$ cat src/rtl/cla_pkg.sv
`default_nettype none
// +----------------------------------------------------------------------------+
// | cla_pkg                                                                    |
// | Shared types and elaboration helpers for the pipelined CLA add/sub unit.   |
// | Rev 1.0                                                                    |
// +----------------------------------------------------------------------------+
package cla_pkg;

  typedef enum logic [1:0] {
    OP_ADD = 2'd0,
    OP_SUB = 2'd1,
    OP_ADC = 2'd2,
    OP_SBB = 2'd3
  } op_t;

  function automatic bit group_legal(input int width, input int group);
    return ((group == 2) || (group == 4) || (group == 8)) &&
           (width >= group) && ((width % group) == 0);
  endfunction

  function automatic int num_groups(input int width, input int group);
    return width / group;
  endfunction

endpackage
`default_nettype wire

$ cat src/rtl/cla_group.sv
`default_nettype none
// +----------------------------------------------------------------------------+
// | cla_group                                                                  |
// | One lookahead group: Pg/Gg from the stage-1 operands and the group sum     |
// | from the registered operands plus the lookahead group carry-in.           |
// | Rev 1.0                                                                    |
// +----------------------------------------------------------------------------+
module cla_group #(
  parameter int GROUP = 4
) (
  input  logic [GROUP-1:0] i_pa,
  input  logic [GROUP-1:0] i_pb,
  input  logic [GROUP-1:0] i_a,
  input  logic [GROUP-1:0] i_b,
  input  logic             i_cin,
  output logic             o_pg,
  output logic             o_gg,
  output logic [GROUP-1:0] o_sum
);

  always_comb begin : lookahead
    logic gacc;
    gacc = 1'b0;
    for (int i = 0; i < GROUP; i++) begin
      gacc = (i_pa[i] & i_pb[i]) | ((i_pa[i] ^ i_pb[i]) & gacc);
    end
    o_gg = gacc;
    o_pg = &(i_pa ^ i_pb);
  end

  // Carry stays inside the group; only GROUP bits deep.
  always_comb begin : bit_sum
    logic c;
    c     = i_cin;
    o_sum = '0;
    for (int i = 0; i < GROUP; i++) begin
      o_sum[i] = i_a[i] ^ i_b[i] ^ c;
      c        = (i_a[i] & i_b[i]) | ((i_a[i] ^ i_b[i]) & c);
    end
  end

endmodule
`default_nettype wire

$ cat src/rtl/pipe_cla_addsub.sv
`default_nettype none
// +----------------------------------------------------------------------------+
// | pipe_cla_addsub                                                            |
// | Two-stage valid/ready carry-lookahead add/subtract (ADD/SUB/ADC/SBB).      |
// | Define PIPE_CLA_SAT_EN to saturate the sum on signed overflow.             |
// | Rev 1.0                                                                    |
// +----------------------------------------------------------------------------+
module pipe_cla_addsub
  import cla_pkg::*;
#(
  parameter int WIDTH = 8,
  parameter int GROUP = 4
) (
  input  logic             clk,
  input  logic             reset_n,
  input  logic             in_valid,
  output logic             in_ready,
  input  logic [WIDTH-1:0] a,
  input  logic [WIDTH-1:0] b,
  input  logic [1:0]       op,
  input  logic             cin,
  output logic             out_valid,
  input  logic             out_ready,
  output logic [WIDTH-1:0] sum,
  output logic             cout,
  output logic             ovf,
  output logic             zero
);

  localparam int c_ngrp = num_groups(WIDTH, GROUP);
  localparam int c_msb  = WIDTH - 1;

  if (!group_legal(WIDTH, GROUP)) begin : g_bad_cfg
    $fatal(1, "pipe_cla_addsub: GROUP must be 2, 4 or 8 and divide WIDTH");
  end

  op_t               w_op;
  logic [WIDTH-1:0]  w_bp;
  logic              w_c0;
  logic [c_ngrp-1:0] w_pg, w_gg;
  logic [c_ngrp:0]   w_c;
  logic [WIDTH-1:0]  w_sum_raw, w_sum_fin;
  logic              w_ovf;
  logic              w_s1_adv, w_s2_adv;

  logic              r_s1_valid;
  logic [WIDTH-1:0]  r_a, r_bp;
  logic              r_c0;
  logic [c_ngrp-1:0] r_pg, r_gg;
  logic              r_out_valid;
  logic [WIDTH-1:0]  r_sum;
  logic              r_cout, r_ovf, r_zero;

  assign w_op     = op_t'(op);
  assign w_s2_adv = !r_out_valid || out_ready;
  assign w_s1_adv = !r_s1_valid || w_s2_adv;
  assign in_ready = w_s1_adv;

  always_comb begin
    w_bp = b;
    w_c0 = 1'b0;
    case (w_op)
      OP_ADD:  begin w_bp = b;  w_c0 = 1'b0; end
      OP_SUB:  begin w_bp = ~b; w_c0 = 1'b1; end
      OP_ADC:  begin w_bp = b;  w_c0 = cin;  end
      OP_SBB:  begin w_bp = ~b; w_c0 = cin;  end
      default: begin w_bp = b;  w_c0 = 1'b0; end
    endcase
  end

  for (genvar k = 0; k < c_ngrp; k++) begin : g_grp
    cla_group #(.GROUP(GROUP)) u_grp (
      .i_pa  (a[k*GROUP +: GROUP]),
      .i_pb  (w_bp[k*GROUP +: GROUP]),
      .i_a   (r_a[k*GROUP +: GROUP]),
      .i_b   (r_bp[k*GROUP +: GROUP]),
      .i_cin (w_c[k]),
      .o_pg  (w_pg[k]),
      .o_gg  (w_gg[k]),
      .o_sum (w_sum_raw[k*GROUP +: GROUP])
    );
  end

  // Each group carry is a flat sum of products over the registered Pg/Gg,
  // so no carry depends on another group's computed carry.
  always_comb begin : lookahead
    logic t, prop;
    w_c    = '0;
    w_c[0] = r_c0;
    for (int k = 0; k < c_ngrp; k++) begin
      t    = r_gg[k];
      prop = r_pg[k];
      for (int j = k - 1; j >= 0; j--) begin
        t    = t | (prop & r_gg[j]);
        prop = prop & r_pg[j];
      end
      w_c[k+1] = t | (prop & r_c0);
    end
  end

  assign w_ovf = (r_a[c_msb] == r_bp[c_msb]) && (w_sum_raw[c_msb] != r_a[c_msb]);

`ifdef PIPE_CLA_SAT_EN
  assign w_sum_fin = !w_ovf        ? w_sum_raw :
                     r_a[c_msb]    ? {1'b1, {(WIDTH-1){1'b0}}} :
                                     {1'b0, {(WIDTH-1){1'b1}}};
`else
  assign w_sum_fin = w_sum_raw;
`endif

  always_ff @(posedge clk or negedge reset_n) begin
    if (!reset_n) begin
      r_s1_valid <= 1'b0;
      r_a        <= '0;
      r_bp       <= '0;
      r_c0       <= 1'b0;
      r_pg       <= '0;
      r_gg       <= '0;
    end else if (w_s1_adv) begin
      r_s1_valid <= in_valid;
      if (in_valid) begin
        r_a  <= a;
        r_bp <= w_bp;
        r_c0 <= w_c0;
        r_pg <= w_pg;
        r_gg <= w_gg;
      end
    end
  end

  always_ff @(posedge clk or negedge reset_n) begin
    if (!reset_n) begin
      r_out_valid <= 1'b0;
      r_sum       <= '0;
      r_cout      <= 1'b0;
      r_ovf       <= 1'b0;
      r_zero      <= 1'b0;
    end else if (w_s2_adv) begin
      r_out_valid <= r_s1_valid;
      if (r_s1_valid) begin
        r_sum  <= w_sum_fin;
        r_cout <= w_c[c_ngrp];
        r_ovf  <= w_ovf;
        r_zero <= (w_sum_fin == '0);
      end
    end
  end

  assign out_valid = r_out_valid;
  assign sum       = r_sum;
  assign cout      = r_cout;
  assign ovf       = r_ovf;
  assign zero      = r_zero;

endmodule
`default_nettype wire

$ cat config.mk
export PLATFORM = sky130hd
export DESIGN_NAME = pipe_cla_addsub
export DESIGN_NICKNAME = d
export VERILOG_FILES = /design/src/rtl/cla_pkg.sv /design/src/rtl/cla_group.sv /design/src/rtl/pipe_cla_addsub.sv
export SDC_FILE = /design/constraint.sdc
export NUM_CORES = 1
export LEC_CHECK = 0
export CORE_AREA = 4 4 76 57
export DETAILED_ROUTE_END_ITERATION = 10
export DIE_AREA = 0 0 80 61
export PLACE_DENSITY = 0.76
export SYNTH_ARGS = -nofsm -noshare
export SYNTH_HDL_FRONTEND = slang
export SYNTH_SLANG_ARGS = --single-unit
$ cat constraint.sdc
create_clock -name clk -period 3.7 [get_ports clk]
set_input_delay 0.74 -clock clk [delete_from_list [all_inputs] [get_ports clk]]
set_output_delay 0.74 -clock clk [all_outputs]
set_load 0.05 [all_outputs]
# [Word level (Yosys, flattened, before mapping)]
# Index checks and enable logic that the tools add are counted.
[totals] reg_bits=34 input_bits=23 elab_cells=102 out_inout_bits=13
[classes] n_eq_ne=5 n_mux=2 bitwise=70 reduce_logical=14
[ops] op="$and A1 B1 Y1" n=30
[ops] op="$xor A1 B1 Y1" n=22
[ops] op="$pmux W8 S2" n=1
[ops] op="$or A1 B1 Y1" n=15
[ops] op="$logic_not A8 Y1" n=1
[ops] op="$not A8 Y8" n=1
[ops] op="$reduce_and A4 Y1" n=2
[ops] op="$xor A4 B4 Y4" n=2
[ops] op="$reduce_or A2 Y1" n=3
[ops] op="$eq A2 B2 Y1 const B" n=2
[ops] op="$reduce_and A2 Y1" n=2
[ops] op="$pmux W1 S3" n=1
[ops] op="$eq A2 B1 Y1 const B" n=1
[ops] op="$logic_not A1 Y1" n=2
[ops] op="$logic_not A2 Y1" n=1
[ops] op="$logic_or A1 B1 Y1" n=2
[ops] op="$eq A1 B1 Y1" n=1
[ops] op="$logic_and A1 B1 Y1" n=1
[ops] op="$ne A1 B1 Y1" n=1

# [Logic depth before layout (Yosys ltp)]
# Gate-level depths: netlist of run 1.
[depth] ltp_word=11 mapped_depth=7 depth_no_buf=7

# [Hierarchy]
# A second synthesis of run 1 with hierarchy kept.
[hier_totals] cells_unflattened=132 hier_area_um2=1863.0
[modules_own_cells] mod="pipe_cla_addsub" area_per_inst_um2=1515.2 seq_area_each_um2=850.8 n_inst=1 cells_per_inst=94
[modules_own_cells] mod="cla_group" area_per_inst_um2=173.9 seq_area_each_um2=0.0 n_inst=2 cells_per_inst=19

# [Worst setup path after synthesis of run 1]
# OpenSTA, ideal clock, no wires.
[synth_timing] kind="reg-to-reg" startpoint="register r_c0" endpoint="register r_zero, in the netlist zero" t_arrival_ns=2.563 stages_incl_launch_ff=7 path_buffers=0 t_required_ns=3.632 setup_time_ns=0.068 setup_slack_ns=1.069 synth_period_minus_slack_ns=2.631 cell_sequence="dfrtp_1 -> fa_1 -> fa_1 -> fa_1 -> or4_4 -> nor4_2 -> a32o_1"
[synth_via] word_cells_on_any_way=23 cone_classes="22 x bitwise; 1 x reduce/logical"
[synth_rtl] element="from (decl)" line_no="pipe_cla_addsub.sv:48" rtl="logic r_c0;"
[synth_rtl] element="from (signal assigned)" line_no="pipe_cla_addsub.sv:124" rtl="r_c0 <= w_c0;"
[synth_rtl] element="$and A1 B1 Y1" line_no="cla_group.sv:38" rtl="c = (i_a[i] & i_b[i]) | ((i_a[i] ^ i_b[i]) & c);"
[synth_rtl] element="$or A1 B1 Y1" line_no="cla_group.sv:38"
[synth_rtl] element="$and A1 B1 Y1" line_no="cla_group.sv:38"
[synth_rtl] element="$or A1 B1 Y1" line_no="cla_group.sv:38"
[synth_rtl] element="$xor A1 B1 Y1" line_no="cla_group.sv:37" rtl="o_sum[i] = i_a[i] ^ i_b[i] ^ c;"
[synth_rtl] element="via g_grp[0].u_grp.o_sum[2]" line_no="cla_group.sv:18" rtl="output logic [GROUP-1:0] o_sum"
[synth_rtl] element="$logic_not A8 Y1" line_no="pipe_cla_addsub.sv:144" rtl="r_zero <= (w_sum_fin == '0);"
[synth_rtl] element="to (signal assigned)" line_no="pipe_cla_addsub.sv:144"
[synth_rtl] element="to (decl)" line_no="pipe_cla_addsub.sv:52" rtl="logic r_cout, r_ovf, r_zero;"
# The timed path passes the listed nets, and every way through them passes these cells.
# A chain may end at the register's enable or synchronous reset.

# [Final worst setup path of run 1]
[layout_timing] startpoint="input out_ready" endpoint="output in_ready"
[layout_via] elab_chain_cells=2
[layout_rtl] element="from (decl)" line_no="pipe_cla_addsub.sv:23" rtl="input logic out_ready,"
[layout_rtl] element="$logic_or A1 B1 Y1" line_no="pipe_cla_addsub.sv:55" rtl="assign w_s2_adv = !r_out_valid || out_ready;"
[layout_rtl] element="$logic_or A1 B1 Y1" line_no="pipe_cla_addsub.sv:56" rtl="assign w_s1_adv = !r_s1_valid || w_s2_adv;"
[layout_rtl] element="to (decl)" line_no="pipe_cla_addsub.sv:17" rtl="output logic in_ready,"
# Every way passes these cells.

==> results.ini, run 1 <==
[outcome]
status=complete, no violations

[detailed_routing]
drt_pass1_iterations=4
drt-total-wl_um=3540
via_count=1236
ant_nets=0
drtIter0Drc=78
vias_per_cell=4.94
drc=0
wl_per_cell_um=14.1

[setup_path]
slowest_delay_ns=0.80
cp_slowest_cell=clkdlybuf4s50_1
arrival_ns=2.16
endpoint_kind=primary output
crit_chain=clkdlybuf4s50_1 -> nand3b_4 -> clkdlybuf4s50_1
cp-start-kind=input port
crit_fanout=4
cp_common_cell=clkdlybuf4s50_1
critPathKind=input port to primary output
required_ns=2.96

[clock_tree]
cts_buffers=5
cts_tree=yes
post_cts_buffers=0
cts.sinks=34
cts-htree-levels=2
cts_root_buf=clkbuf_8
clkLatencyLatePin_ns=0.29
hold_buffers=0
worst_setup_hold_path_clk_slew_ns=0.07
ctsResizeCount=0
cts_buffer_depth=2

[global_route]
use_met2_pct=28.3
grt_max_degree=35
grt_pass1_vias=1317
use_met3_pct=4.45
met1_usage_pct=21.1
track_usage_pct=17.1
antenna_found_initial=0
grt.busiest_layer=met2
grt_pass1_wl_um=6110
overflow=0

[synthesis]
synth_area_mm2=0.00172
ys_ff_latch=34
synth.area.top_cells=dfrtp_1 49%, nand2_1 7.2%, fa_1 7.0%
avgSynthCellArea_um2=10.7
ys_seq_area_share_pct=49.3
ys_warn_count=0
netlist-cell-type-count=24
synthArstFlopShare_pct=100
synth_common_cells=34 x dfrtp_1, 33 x nand2_1, 24 x nor2_1
syn_inst=161
syn_nets=198
synth_edf_count=0
synth.most_common_cell=dfrtp_1
synth_ff_type=dfrtp_1
yosysTopAreaCellShare_pct=49.3
yosys.area.top_type=dfrtp_1

[final_layout]
antenna_cells=0
utilization_pct=62.7
final-instance-count-excl-fill=250
fin_nets=236
area_delta_synth_final_pct=27.7
final_cell_area_mm2=0.00220
drive_above_1_share_pct=10.5

[timing]
finalCriticalPeriod_ns=2.90
timing.hold.ws_ns=0.486
setup_ws_ns=0.804
worst_pin_slew_ns=0.722
maxSlewHeadroom_pct=51.8
hold_viol_final=0
timing.setup.tns_ns=0
rsz0062_at_grt=no
fmax_mhz=345
final.period_utilization_pct=78.3
fin_skew_ns=0.00247
setup_viol=0
slew_violations=0

[placement]
portBuffers=35
dp_slack_ns=0.808
postPlaceCellArea_mm2=0.00211
hpwl_um=2670
dp_cells=242
gp_routability_congestion=0.744

[min_path]
hp-class=flip-flop to flip-flop

[floorplanning]
core_area_mm2=0.00351
fp.dieW_um=80
rows=18
die_h_um=61
initial_utilization_pct=49.1
die_area_mm2=0.00488
ios=36

[run]
cap_violations=0

[power]
p_leak_nw=0.985
finalPower_mw=1.37
vdd_drop_max_mv=0.430
cellPowerDensity_mw_per_mm2=622

-- placed cells by master, fill, tap and decap left out --
master	count
and2_1	1
nand2_2	1
a32o_1	1
clkbuf_1	1
fa_1	6
ha_1	8
mux2i_1	1
nor4_2	1
xor2_1	10
nand2_1	33
xnor2_1	2
a21oi_1	6
mux2_2	8
nor2_1	24
or4_4	1
nand3b_4	1
nand4_1	2
o21ai_0	9
clkdlybuf4s50_1	35
dfrtp_1	34
nand2b_1	3
clkbuf_8	6
clkinv_2	1
buf_4	2
a21o_1	1
nor2b_1	2
-- critical path, delay by kind of cell --
kind                   cells  cell delay [ns]
buffers and inverters      2             1.27
AND/OR/NAND/NOR            1             0.14
-- power by group --
group | switching (mW) | leakage (nW) | internal (mW)
clock | 0.132 | 0.0482 | 0.150
sequential | 0.0559 | 0.405 | 0.459
combinational | 0.346 | 0.532 | 0.227
total | 0.534 | 0.985 | 0.836
-- logic make-up after synthesis --
family	count (synthesis)	synth area share (%)
mux	9	5.81
buf+inv	6	2.39
xor+xnor	12	6.10
simple gates	69	18.2
fa+ha+maj	14	12.8
flops	34	49.3
compound gates	17	5.37
-- layout make-up --
type                            count  area (µm²)
Clock buffer                        7        86.3
Clock inverter                      1        5.00
Fill cell                         300        1310
Multi-Input combinational cell    121         832
Sequential cell                    34         851
Tap cell                           50        62.6
Timing Repair Buffer               37         365
-- sequential cells by signal, summed over array words and instances, names as in the netlist --
signal	cells
r_a	8
r_bp	8
sum	8
r_gg	2
r_pg	2
cout	1
out_valid	1
ovf	1
r_c0	1
r_s1_valid	1
zero	1
-- metal layers --
layer	up-vias	share of wire [%]	wire, µm
met3	9	5.8	205
met1	589	47	1650
met2	38	45	1600
met4	0	2.3	82
li1	600	-	-
met5	-	0	0
-- path summary, 6_finish.rpt --
| kind | cells past startpoint | slack (ns) | to | startpoint |
|---|---|---|---|---|
| min in group asynchronous | 2 | 0.86 | out_valid | reset_n |
| max in group asynchronous | 2 | 2.53 | r_pg[1] | reset_n |
| max | 3 | 0.80 | in_ready | out_ready |
| max reg2reg | 6 | 0.97 | zero | r_c0 |
| min | 2 | 0.49 | cout | cout |
| min reg2reg | 2 | 0.49 | cout | cout |
(Power assumes the default switching activity.)
==> run 2: changes to the inputs <==
==> constraint.sdc (replaced) <==
create_clock -name clk -period 2.7 [get_ports clk]
set_input_delay 0.54 -clock clk [delete_from_list [all_inputs] [get_ports clk]]
set_output_delay 0.54 -clock clk [all_outputs]
set_load 0.05 [all_outputs]
==> run 2 against run 1 <==
  * Global-route usage fell by 1.1 points
  * Total power is 36% higher
  * Critical path depth is 3 higher
  * Sequential cell count did not move
  * Clock skew increased by 0.0016 ns
==> results.ini, run 2 (synthesis results as in run 1) <==
[final_layout]
antenna_cells=0  ; unchanged
drive_above_1_share_pct=13.5  ; was 10.5%
area_delta_synth_final_pct=27.9  ; was 27.7%
final-instance-count-excl-fill=250  ; unchanged
final_cell_mix=34 x dfrtp_1, 34 x clkdlybuf4s50_1, 33 x nand2_1  ; was 35 x clkdlybuf4s50_1, 34 x dfrtp_1, 33 x nand2_1
final_cell_area_mm2=0.00220  ; about the same
fin_nets=237  ; was 236

[placement]
gp_routability_congestion=0.814  ; was 0.744
portBuffers=35  ; unchanged
hpwl_um=2670  ; about the same
dp_cells=242  ; unchanged
postPlaceCellArea_mm2=0.00211  ; about the same
dp_slack_ns=-0.00797  ; was 0.808 ns

[power]
p_seq_share_pct=38.3  ; was 37.6%
p_clk_share_pct=19.1  ; was 20.6%
p_leak_nw=0.982  ; was 0.985 nW
switching_share_pct=39.6  ; was 38.9%
finalPower_mw=1.86  ; was 1.37 mW
cellPowerDensity_mw_per_mm2=842  ; was 622 mW/mm²
vdd_drop_max_mv=0.435  ; was 0.430 mV
power.internal_mw=1.12  ; was 836 µW
power_frac_comb_pct=42.6  ; was 41.9%
power_switching_uw=736  ; was 534 µW

[clock_tree]
cts.sinks=34  ; unchanged
cts_buffer_depth=2  ; unchanged
hold_buffers=0  ; unchanged
clkLatencyLatePin_ns=0.29  ; about the same
cts_tree=yes  ; unchanged
cts_root_buf=clkbuf_8  ; unchanged
worst_setup_hold_path_clk_slew_ns=0.07  ; about the same
cts_buffers=5  ; unchanged
cts-htree-levels=2  ; unchanged

[min_path]
hp-class=flip-flop to flip-flop  ; unchanged

[global_route]
track_usage_pct=16.0  ; was 17.1%
grt_pass1_wl_um=5840  ; was 6110 µm
grt_pass1_vias=1298  ; was 1,317
use_met3_pct=6.82  ; was 4.45%
use_met2_pct=24.8  ; was 28.3%
met1_usage_pct=20.2  ; was 21.1%
grt_max_degree=35  ; unchanged
antenna_found_initial=0  ; unchanged
overflow=0  ; unchanged
grt.busiest_layer=met2  ; unchanged

[setup_path]
crit_fanout=3  ; was 4
arrival_ns=2.83  ; was 2.16 ns
critPathKind=flip-flop to flip-flop  ; was input port to primary output
required_ns=2.93  ; was 2.96 ns
endpoint_kind=flip-flop  ; was primary output
cp-start-kind=flip-flop  ; was input port

[floorplanning]
rows=18  ; unchanged
core_area_mm2=0.00351  ; unchanged
initial_utilization_pct=49.1  ; unchanged
fp.dieW_um=80  ; unchanged
die_area_mm2=0.00488  ; unchanged
die_h_um=61  ; unchanged
ios=36  ; unchanged

[timing]
fin_skew_ns=0.00403  ; was 0.00247 ns
slew_violations=0  ; unchanged
final.period_utilization_pct=96.4
timing.hold.ws_ns=0.492  ; was 0.486 ns
maxSlewHeadroom_pct=51.8  ; about the same
finalCriticalPeriod_ns=2.60
worst_pin_slew_ns=0.722  ; about the same
setup_ws_ns=0.0985  ; was 0.804 ns
hold_viol_final=0  ; unchanged
rsz0062_at_grt=no  ; unchanged
fmax_mhz=384
setup_viol=0  ; unchanged

[outcome]
status=complete, no violations  ; unchanged

[detailed_routing]
drtIter0Drc=56  ; was 78
drt_pass1_iterations=4  ; unchanged
via_count=1275  ; was 1,236
drt-total-wl_um=3530  ; was 3540 µm
drc=0  ; unchanged
vias_per_cell=5.10  ; was 4.94
ant_nets=0  ; unchanged
wl_per_cell_um=14.1  ; about the same

[run]
cap_violations=0  ; unchanged

## run 2: cell count changes in the layout (fill, tap and decap cells not counted), sizes merged
cell and change:
buf +2, clkbuf -2, clkdlybuf4s50 -1, clkinv +1
## run 2: final timing paths
path / slack, ns / startpoint / to / cells after the start
worst max-delay path: 0.1 / r_c0 / zero / 6
worst min-delay path: 0.49 / sum[3] / sum[3] / 2
worst max register to register: 0.1 / r_c0 / zero / 6
worst min register to register: 0.49 / sum[3] / sum[3] / 2
max in group asynchronous: 1.74 / reset_n / r_a[2] / 2
min in group asynchronous: 0.66 / reset_n / out_valid / 2
## run 2: power groups by stage
stage / registers (mW) / clock network, mW / logic (mW)
final: 0.711 / 0.354 / 0.792
after floorplan: 0.953 / 0 / 0.278
after CTS: 0.711 / 0.361 / 0.790
after global routing: 0.727 / 0.388 / 0.856
after global placement: 0.711 / 0 / 0.770
after detailed placement: 0.720 / 0 / 0.785
## run 2: metal layers
metal,part of all wire [%],wire length [µm]
met1,46,1640
met2,44,1570
met3,8.1,286
met4,1.1,40
met5,0,0
## run 2: cell type report
class / instances / area (µm²)
Tap cell: 50 / 62.6
Sequential cell: 34 / 851
Multi-Input combinational cell: 121 / 842
Clock buffer: 5 / 68.8
Clock inverter: 2 / 10.0
Fill cell: 301 / 1310
Timing Repair Buffer: 38 / 370
## run 2: metrics by stage
step                      utilization [%]  setup TNS (ns)
final                                62.7               0
after floorplan                         -               0
after global routing                 62.7               0
after global placement               60.0               0
after detailed placement             60.0        -0.00797
after CTS                            62.3               0
## run 2: timing repair
item / CTS / global route
buffers inserted: 0 / 1
pin swaps: 0 / 1
gates resized for setup: 1 / 3
endpoints found under the setup margin: 1 / 2
## run 2: worst max-delay path, cell delays in order, from the launching register on
cell	delay (ns)
dfrtp_1	0.43
fa_2	0.41
fa_2	0.40
fa_1	0.50
or4_4	0.49
nor4_2	0.14
a32o_1	0.18
==> run 3: changes to the inputs <==
==> constraint.sdc (replaced) <==
create_clock -name clk -period 2.7 [get_ports clk]
set_input_delay 0.675 -clock clk [delete_from_list [all_inputs] [get_ports clk]]
set_output_delay 0.675 -clock clk [all_outputs]
set_load 0.05 [all_outputs]
==> run 3 against run 2 <==
  * Final area up 3.6%
  * Die area did not move
  * Cell count rose by 0.80%
  * Sequential share of layout area shrank 1.3 points
  * Global-route usage decreased by 0.33 points
  * Via count down 2.9%
  * Clock-buffer cell count is the same
  * Sequential power hardly changed
  * First-iteration DRC count rose by 7.1%
  * Worst setup slack worse by 0.012 ns
  * Sequential cell count unchanged
  * Non-clock buffer count increased by 1
  * Largest power group unchanged
==> results.ini, run 3 (synthesis results as in run 1) <==
[outcome]
status=complete, no violations  ; unchanged

[timing]
slew_violations=0  ; unchanged
hold_viol_final=0  ; unchanged
fmax_mhz=383  ; was 384 MHz
finalCriticalPeriod_ns=2.61  ; was 2.60 ns
fin_skew_ns=0.00773  ; was 0.00403 ns
final.period_utilization_pct=96.8  ; was 96.4%
setup_viol=0  ; unchanged
rsz0062_at_grt=no  ; unchanged
worst_pin_slew_ns=0.695  ; was 0.722 ns
maxSlewHeadroom_pct=53.5  ; was 51.8%

[detailed_routing]
vias_per_cell=4.91  ; was 5.10
wl_per_cell_um=13.6  ; was 14.1 µm
drtIter0Drc=60  ; was 56
drt-total-wl_um=3430  ; was 3530 µm
drt_pass1_iterations=4  ; unchanged
via_count=1238  ; was 1,275
drc=0  ; unchanged
ant_nets=0  ; unchanged

[placement]
postPlaceCellArea_mm2=0.00213  ; was 0.00211 mm²
hpwl_um=2710  ; was 2670 µm
portBuffers=35  ; unchanged
gp_routability_congestion=0.812  ; was 0.814

[setup_path]
required_ns=2.93  ; about the same
rr_startpoint=r_c0  ; unchanged
rrSetupSlack_ns=0.09  ; was 0.1 ns
critPathKind=flip-flop to flip-flop  ; unchanged
arrival_ns=2.85  ; was 2.83 ns
slowest_delay_ns=0.51  ; was 0.50 ns
crit_fanout=3  ; unchanged
cp-start-kind=flip-flop  ; unchanged
crit_buf_inv=0  ; unchanged
r2r-end=zero  ; unchanged
cp_slowest_cell=fa_1  ; unchanged
ff2ff_path_depth=6  ; unchanged
cp_common_cell=fa_2  ; unchanged
crit_chain=fa_2 -> fa_2 -> fa_1 -> or4_4 -> nor4_2 -> a32o_1  ; unchanged
critPathTopFamily=adder cells  ; unchanged
endpoint_kind=flip-flop  ; unchanged

[clock_tree]
worst_setup_hold_path_clk_slew_ns=0.08  ; was 0.07 ns
cts_buffers=5  ; unchanged
cts_tree=yes  ; unchanged
cts.sinks=34  ; unchanged
cts_root_buf=clkbuf_8  ; unchanged
clkLatencyLatePin_ns=0.29  ; about the same
cts_buffer_depth=2  ; unchanged
cts-htree-levels=2  ; unchanged

[global_route]
antenna_found_initial=0  ; unchanged
track_usage_pct=15.7  ; was 16.0%
grt_max_degree=35  ; unchanged
grt_pass1_wl_um=5780  ; was 5840 µm
grt_pass1_vias=1251  ; was 1,298
overflow=0  ; unchanged

[min_path]
min-delay-start=r_pg[0]  ; was sum[3]
worstHoldEndpoint=r_pg[0]  ; was sum[3]
hold_depth=2  ; unchanged
hp-class=flip-flop to flip-flop  ; unchanged

[final_layout]
utilization_pct=65.0  ; was 62.7%
fillers=282  ; was 301
drive_above_1_share_pct=14.4  ; was 13.5%
final_cell_mix=34 x dfrtp_1, 34 x clkdlybuf4s50_1, 33 x nand2_1  ; unchanged
antenna_cells=0  ; unchanged
fin_nets=238  ; was 237
final_cell_area_mm2=0.00228  ; was 0.00220 mm²
area_delta_synth_final_pct=32.4  ; was 27.9%

[floorplanning]
ios=36  ; unchanged
die_h_um=61  ; unchanged
fp.dieW_um=80  ; unchanged
core_area_mm2=0.00351  ; unchanged
die_area_mm2=0.00488  ; unchanged
initial_utilization_pct=49.1  ; unchanged
rows=18  ; unchanged

[power]
cellPowerDensity_mw_per_mm2=906  ; was 842 mW/mm²
vdd_drop_max_mv=0.439  ; was 0.435 mV
p_leak_nw=1.02  ; was 0.982 nW
finalPower_mw=2.07  ; was 1.86 mW

[run]
cap_violations=0  ; unchanged

## run 3: changes by cell type in the layout (fill, tap and decap cells not counted), sizes merged
| cell | delta |
|---|---|
| bufinv | +2 |
| buf | +1 |
| clkinv | -1 |
## run 3: report_power, final
group	switching [mW]	leakage (nW)	internal (mW)
Sequential	0.0807	0.405	0.629
Combinational	0.474	0.544	0.324
Clock	0.193	0.0683	0.370
## run 3: cell type report
class,count,area (µm²),area share (%)
Clock buffer,5,68.8,3.01
Clock inverter,3,68.8,3.01
Tap cell,50,62.6,2.74
Multi-Input combinational cell,121,842,36.9
Timing Repair Buffer,39,390,17.1
Sequential cell,34,851,37.3
## run 3: repair_timing
item,4_1_cts,5_1_grt
setup buffers,1,0
setup endpoints to repair,1,2
hold buffers,0,0
endpoints found under the hold margin,0,0
pin swaps,0,0
gates resized for setup,1,3
## run 3: per-stage QoR
step / TNS [ns] / setup WS [ns] / instances / hold WS [ns]
global route: 0 / 0.00239 / 252 / 0.530
CTS: 0 / 0.000898 / 252 / 0.491
detailed placement: -0.0311 / -0.0311 / 243 / 0.474
floorplan: 0 / 0.0688 / 161 / 0.379
finish: 0 / 0.0862 / 252 / 0.489
global placement: 0 / 0.0208 / 243 / 0.466
## run 3: worst max-delay path by stage
stage,depth (start not counted),slack (ns),endpoint,startpoint
floorplan,6,0.07,zero,r_c0
CTS,7,0.0009,zero,r_c0
finish,6,0.09,zero,r_c0
global placement,6,0.02,zero,r_c0
global route,6,0.002,zero,r_c0
detailed placement,6,-0.03,zero,r_c0
## run 3: worst reg2reg max path, delay by kind of cell (launching register included)
kind                     cells  cell delay, ns
AND/OR/NAND/NOR              2            0.63
adder cells (fa/ha/maj)      3            1.32
flip-flops                   1            0.43
AO/OA/AOI/OAI                1            0.18
## run 3: layer usage
layer / vias to the layer above / wire length (µm) / part of all wire, % / global-route usage, %
met5: - / 0 / 0 / 0
met4: 0 / 43 / 1.3 / 5.06
met3: 5 / 206 / 6.0 / 4.45
met2: 33 / 1500 / 44 / 25.1
met1: 591 / 1680 / 49 / 21.0
li1: 609 / - / - / -
